$ cat src/rtl/uart_rx_cfg_if.sv
// uart_rx_cfg_if: serial line and received-character outputs of the configurable UART receiver
interface uart_rx_cfg_if #(
  parameter int DATA_BITS = 8
);
  logic                 i_RX_Serial;
  logic                 o_RX_DV;
  logic [DATA_BITS-1:0] o_RX_Byte;
  logic                 o_Parity_Err;
  logic                 o_Frame_Err;
  logic                 o_Break;
  modport slave (
    input  i_RX_Serial,
    output o_RX_DV, o_RX_Byte, o_Parity_Err, o_Frame_Err, o_Break
  );
  modport master (
    output i_RX_Serial,
    input  o_RX_DV, o_RX_Byte, o_Parity_Err, o_Frame_Err, o_Break
  );
endinterface

$ cat src/rtl/uart_rx_cfg.sv
// uart_rx_cfg: UART receiver with configurable data bits, parity and stop bits, majority-voted sampling
module uart_rx_cfg #(
  parameter int CLKS_PER_BIT = 195,
  parameter int DATA_BITS    = 8,
  parameter int PARITY       = 0,
  parameter int STOP_BITS    = 1
) (
  input logic          i_Clock,
  input logic          i_Rst_n,
  uart_rx_cfg_if.slave bus
);
  localparam int CW = $clog2(CLKS_PER_BIT);
  localparam logic [CW-1:0] MID   = CW'((CLKS_PER_BIT - 1) / 2);
  localparam logic [CW-1:0] LAST  = CW'(CLKS_PER_BIT - 1);
  localparam logic [3:0]    DLAST = 4'(DATA_BITS - 1);
  localparam logic [3:0]    SLAST = 4'(STOP_BITS - 1);

  typedef enum logic [2:0] {IDLE, START, DATA, PAR, STOP, WAIT_HIGH} state_t;

  state_t               state_q;
  logic                 rx_meta_q, rx_s_q;
  logic [CW-1:0]        cnt_q, cnt_d;
  logic [3:0]           idx_q;
  logic                 s0_q, s1_q;
  logic [DATA_BITS-1:0] shift_q, byte_q;
  logic                 par_bit_q, stop_low_q, stop_high_q;
  logic                 dv_q, brk_q, perr_q, ferr_q;
  logic                 wrap, decide, maj, last_stop, is_break, perr_d;

  assign bus.o_RX_DV      = dv_q;
  assign bus.o_RX_Byte    = byte_q;
  assign bus.o_Parity_Err = perr_q;
  assign bus.o_Frame_Err  = ferr_q;
  assign bus.o_Break      = brk_q;

  // bit-period timing, 3-sample vote and end-of-character classification
  always_comb begin
    wrap      = cnt_q == LAST;
    cnt_d     = wrap ? '0 : cnt_q + 1'b1;
    decide    = cnt_q == MID + 1'b1;
    maj       = (s0_q & s1_q) | (s0_q & rx_s_q) | (s1_q & rx_s_q);
    last_stop = idx_q == SLAST;
    is_break  = ~|shift_q && (PARITY == 0 || !par_bit_q) && !stop_high_q && !maj;
    perr_d    = PARITY != 0 && ((^shift_q ^ par_bit_q) == (PARITY == 2));
  end

  // synchroniser plus receive FSM; the edge that enters START counts as count 0
  always_ff @(posedge i_Clock) begin
    if (!i_Rst_n) begin
      state_q     <= IDLE;
      rx_meta_q   <= 1'b1;
      rx_s_q      <= 1'b1;
      cnt_q       <= '0;
      idx_q       <= '0;
      s0_q        <= 1'b0;
      s1_q        <= 1'b0;
      shift_q     <= '0;
      byte_q      <= '0;
      par_bit_q   <= 1'b0;
      stop_low_q  <= 1'b0;
      stop_high_q <= 1'b0;
      dv_q        <= 1'b0;
      brk_q       <= 1'b0;
      perr_q      <= 1'b0;
      ferr_q      <= 1'b0;
    end else begin
      rx_meta_q <= bus.i_RX_Serial;
      rx_s_q    <= rx_meta_q;
      dv_q      <= 1'b0;
      brk_q     <= 1'b0;
      if (cnt_q == MID - 1'b1) s0_q <= rx_s_q;
      if (cnt_q == MID) s1_q <= rx_s_q;
      cnt_q <= (state_q == IDLE || state_q == WAIT_HIGH) ? '0 : cnt_d;
      case (state_q)
        IDLE: if (!rx_s_q) begin
          state_q <= START;
          cnt_q   <= CW'(1);
        end
        START: if (decide && maj) begin
          state_q <= IDLE;
          cnt_q   <= '0;
        end else if (wrap) begin
          state_q     <= DATA;
          idx_q       <= '0;
          stop_low_q  <= 1'b0;
          stop_high_q <= 1'b0;
        end
        DATA: begin
          if (decide) shift_q <= {maj, shift_q[DATA_BITS-1:1]};
          if (wrap) begin
            idx_q   <= idx_q == DLAST ? '0 : idx_q + 4'd1;
            state_q <= idx_q != DLAST ? DATA : (PARITY != 0 ? PAR : STOP);
          end
        end
        PAR: begin
          if (decide) par_bit_q <= maj;
          if (wrap) state_q <= STOP;
        end
        STOP: if (decide && !last_stop) begin
          stop_low_q  <= stop_low_q | !maj;
          stop_high_q <= stop_high_q | maj;
        end else if (decide) begin
          cnt_q <= '0;
          idx_q <= '0;
          if (is_break) begin
            brk_q   <= 1'b1;
            state_q <= WAIT_HIGH;
          end else begin
            dv_q    <= 1'b1;
            byte_q  <= shift_q;
            perr_q  <= perr_d;
            ferr_q  <= stop_low_q | !maj;
            state_q <= maj ? IDLE : WAIT_HIGH;
          end
        end else if (wrap) idx_q <= idx_q + 4'd1;
        WAIT_HIGH: if (rx_s_q) state_q <= IDLE;
        default: state_q <= IDLE;
      endcase
    end
  end
endmodule

$ cat src/flat_wrapper.sv
// flat-port wrapper written by rule: the top's interface ports become plain ports
module uart_rx_cfg_flat 
#(
  parameter int CLKS_PER_BIT = 195,
  parameter int DATA_BITS    = 8,
  parameter int PARITY       = 0,
  parameter int STOP_BITS    = 1
)
  (i_Clock, i_Rst_n, bus_i_RX_Serial, bus_o_RX_DV, bus_o_RX_Byte, bus_o_Parity_Err, bus_o_Frame_Err, bus_o_Break);
  uart_rx_cfg_if #(.DATA_BITS(DATA_BITS)) bus_i ();
  input logic i_Clock;
  input logic i_Rst_n;
  input wire logic [$bits(bus_i.i_RX_Serial)-1:0] bus_i_RX_Serial;
  output wire logic [$bits(bus_i.o_RX_DV)-1:0] bus_o_RX_DV;
  output wire logic [$bits(bus_i.o_RX_Byte)-1:0] bus_o_RX_Byte;
  output wire logic [$bits(bus_i.o_Parity_Err)-1:0] bus_o_Parity_Err;
  output wire logic [$bits(bus_i.o_Frame_Err)-1:0] bus_o_Frame_Err;
  output wire logic [$bits(bus_i.o_Break)-1:0] bus_o_Break;
  assign bus_i.i_RX_Serial = bus_i_RX_Serial;
  assign bus_o_RX_DV = bus_i.o_RX_DV;
  assign bus_o_RX_Byte = bus_i.o_RX_Byte;
  assign bus_o_Parity_Err = bus_i.o_Parity_Err;
  assign bus_o_Frame_Err = bus_i.o_Frame_Err;
  assign bus_o_Break = bus_i.o_Break;
  uart_rx_cfg #(.CLKS_PER_BIT(CLKS_PER_BIT), .DATA_BITS(DATA_BITS), .PARITY(PARITY), .STOP_BITS(STOP_BITS)) u_core (.i_Clock(i_Clock), .i_Rst_n(i_Rst_n), .bus(bus_i));
endmodule
$ cat config.mk
export PLATFORM = sky130hd
export DESIGN_NAME = uart_rx_cfg_flat
export DESIGN_NICKNAME = d
export VERILOG_FILES = /design/src/rtl/uart_rx_cfg_if.sv /design/src/rtl/uart_rx_cfg.sv /design/src/flat_wrapper.sv
export SDC_FILE = /design/constraint.sdc
export NUM_CORES = 1
export LEC_CHECK = 0
export ABC_AREA = 1
export CAP_MARGIN = 5
export CORE_ASPECT_RATIO = 0.8
export CORE_MARGIN = 4
export CORE_UTILIZATION = 57
export DETAILED_ROUTE_END_ITERATION = 8
export PLACE_DENSITY_LB_ADDON = 0.12
export REMOVE_ABC_BUFFERS = 1
export SLEW_MARGIN = 20
export SYNTH_ARGS = -nofsm -noshare
export SYNTH_HDL_FRONTEND = slang
export SYNTH_SLANG_ARGS = --single-unit
export TNS_END_PERCENT = 50
$ cat constraint.sdc
create_clock -name i_Clock -period 1.8 [get_ports i_Clock]
set_input_delay 0.18 -clock i_Clock [delete_from_list [all_inputs] [get_ports i_Clock]]
set_output_delay 0.18 -clock i_Clock [all_outputs]
set_load 0.01 [all_outputs]
==> summary.md <==
| Metric | Value |
|---|---|
| Status | `completed` |
| Clock Skews | `0.00629 ns` |
| Placed Instances | `336` |
| Peak supply drop | `0.889 mV` |
| CTS tree | `built` |
| Worst Hold Launch | `u_core.rx_meta_q` |
| Core Footprint | `0.00342 sq mm` |
| First-pass GRT wire length | `6890 um` |
| Total CTS buffers | `5` |
| Crit. End Element | `flop` |
| DP Area | `0.00221 sq mm` |
| Critical path startpoint | `u_core.cnt_q[0]` |
| Synth cell count leaders | `nor2_1 (44), nand2_1 (41), dfxtp_1 (40)` |
| Required time worst endpoint | `1.98 ns` |
| Synth area leaders | `dfxtp_1 (39%), nor2_1 (8.1%), nand2_1 (7.6%)` |
| Post-route clock period utilization | `91.6%` |
| Worst-skew pair later-pin latency | `0.29 ns` |
| R2R Setup Slk | `0.15 ns` |
| Post-Syn Area | `0.00203 sq mm` |
| Clock tree buffer depth | `2` |
| RR Startpoint | `u_core.cnt_q[0]` |
| GRT Total Usage | `19.9%` |
| Setup ws final | `0.151 ns` |
| Largest net degree at the start of global routing | `25` |
| Hold Worst Slack | `0.417 ns` |
| Starting Density | `59.4%` |
| Top Ports | `15` |
| Clock transition at path regs | `0.08 ns` |
| Async set or reset register ratio after synthesis | `0%` |
| Die Ht | `61.4 um` |
| Synth cell types | `30` |
| Final Net Count | `310` |
| P per Cell Area | `1330 mW/mm^2` |
| Number of routed nets with antenna violations | `0` |
| Post-layout min period | `1.65 ns` |
| Worst EP arrival | `1.83 ns` |
| Flops & latches, synth | `40` |
| H-tree levels | `2` |
| DR vias | `1749` |
| DP HPWL | `3040 um` |
| F_max | `606 MHz` |
| CTS root buf | `clkbuf_8` |
| Crit start category | `flop` |
| Critical path fanouts, max | `11` |
| Worst reg2reg endpoint | `u_core.bus.o_Frame_Err` |
| N_diodes | `0` |
| Setup WS pre-CTS | `0.0406 ns` |
| WL per Instance | `11.9 um` |
| Drt first pass iters | `4` |
| Hold Path Cell Cnt | `1` |
| Largest area contributor in the netlist | `dfxtp_1` |
| DIE WIDTH | `74.8 um` |
| Via density | `5.08` |
| P_leak | `1.01 nW` |
| PortBufs | `13` |
| Full die area | `0.00460 sq mm` |
| Hold endpoint | `u_core.rx_s_q` |
| 1st-iter DRT viols | `120` |
| Final cell count without fillers | `344` |
| CP Class | `flop to flop` |
| Synthesized area per cell | `7.14 sq um` |
| Count of final hold-check violations | `0` |
| Top FF cell, synth | `dfxtp_1` |
| Yosys top cell area share | `39.4%` |
| RD Place Congestion | `0.926` |
| Clock sinks | `40` |
| Number of synthesized flops with an enable pin | `0` |
| Row count | `19` |
| # Post-CTS Setup Buffers | `0` |
| Number of global-route vias before repair | `1503` |
| Antenna violations before repair | `0` |
| Sequential-to-total area share from yosys stat | `39.4%` |
| DRC viols | `0` |
| Total gr overflow | `0` |
| Fin. max-slew vios | `0` |
| Count leader, synth | `nor2_1` |
| Max cap viols | `0` |
| Hold Path Class | `flop to flop` |
| Share of layout cells above drive strength 1 | `18.5%` |
| Post-Route WL | `4100 um` |
| Ys Warns | `0` |
| Total negative slack | `0 ns` |
| Area delta synth->final | `15.9%` |
| Final setup viols | `0` |
| RSZ-0062 raised after global routing | `true` |
| FF-to-FF path depth | `9` |
| Synth Instances | `285` |
| Design area | `0.00236 sq mm` |
-- sequential cells by signal, indices dropped and copies added (netlist names), 3 cells and up --
signal                count
u_core.state_q            3
u_core.shift_q            8
u_core.bus.o_RX_Byte      8
u_core.cnt_q              8
u_core.idx_q              4
-- cells by family (layout without fill, tap and decap cells) --
logic type,after synthesis,in the layout,synth area share [%]
and+or+nand+nor,141,141,32.9
xor gates and xnor gates,8,8,3.44
buffers and inverters,44,61,8.80
AOI/OAI and AO/OA,45,45,11.6
DFF,40,40,39.4
other,1,1,0.184
adders and majority gates,6,6,3.69
-- worst max-delay path by stage --
stage	to	slack [ns]
after floorplan	u_core.bus.o_Frame_Err	0.33
after global placement	u_core.bus.o_Frame_Err	0.08
after detailed placement	u_core.bus.o_RX_Byte[1]	0.04
after CTS	u_core.bus.o_RX_Byte[3]	0.02
after global routing	u_core.state_q[2]	-0.02
final	u_core.bus.o_Frame_Err	0.15
-- worst max-delay path, stage by stage, from the launching register on --
cell and delay, ns:
dfxtp_1 0.35, inv_1 0.09, ha_1 0.18, nand2_2 0.09, nor2_4 0.19, nand2_2 0.09, nor2_2 0.15, nand2_4 0.13
o21ai_1 0.21, nor2_1 0.05
-- cell usage in the layout, fill, tap and decap left out, types with 2 or more instances in the layout --
cell type / synthesis / layout
inv_1: 31 / 31
ha_1: 6 / 6
clkdlybuf4s50_1: 0 / 13
a21oi_1: 20 / 20
clkbuf_8: 0 / 7
nand2_1: 41 / 38
dfxtp_1: 40 / 40
nor2_2: 14 / 14
o21ai_1: 12 / 12
xor2_1: 7 / 7
nor2_4: 1 / 2
nand2_2: 12 / 14
nand3_2: 2 / 2
nand4_1: 2 / 2
or2_2: 3 / 3
nor3_1: 4 / 4
nand2_4: 1 / 2
nor2_1: 44 / 43
inv_2: 7 / 6
nand3_1: 15 / 15
o21ai_0: 10 / 10
-- power breakdown --
part           internal (mW)  switching [mW]
clock network          0.489           0.306
registers              0.976          0.0859
logic                  0.421           0.858
-- cell type report --
| class | count | area, sq um |
|---|---|---|
| inverter | 38 | 145 |
| clock buffer | 7 | 96.3 |
| multi-input combinational | 201 | 1070 |
| sequential | 40 | 801 |
| fill | 268 | 1070 |
| timing repair buffer | 15 | 158 |
| clock inverter | 1 | 30.0 |
| tap | 42 | 52.6 |
-- metrics by stage --
| stage | total power [mW] | util, % |
|---|---|---|
| 2_1_floorplan | 2.07 | - |
| 3_3_place_gp | 2.29 | 64.5 |
| 3_5_place_dp | 2.30 | 64.5 |
| 4_1_cts | 3.10 | 68.2 |
| 5_1_grt | 3.39 | 68.9 |
| 6_report | 3.14 | 68.9 |
-- repair_timing --
action	CTS	global route
resized for setup	0	7
endpoints found under the setup margin	0	18
hold buffers	0	0
-- metal layers --
layer	wire length, um	up-vias	GRT usage [%]
met3	289	4	6.36
met5	0	-	0
met4	31	0	3.81
li1	-	929	-
met1	2150	772	30.7
met2	1630	44	27.0
(Power assumes the default switching activity.)
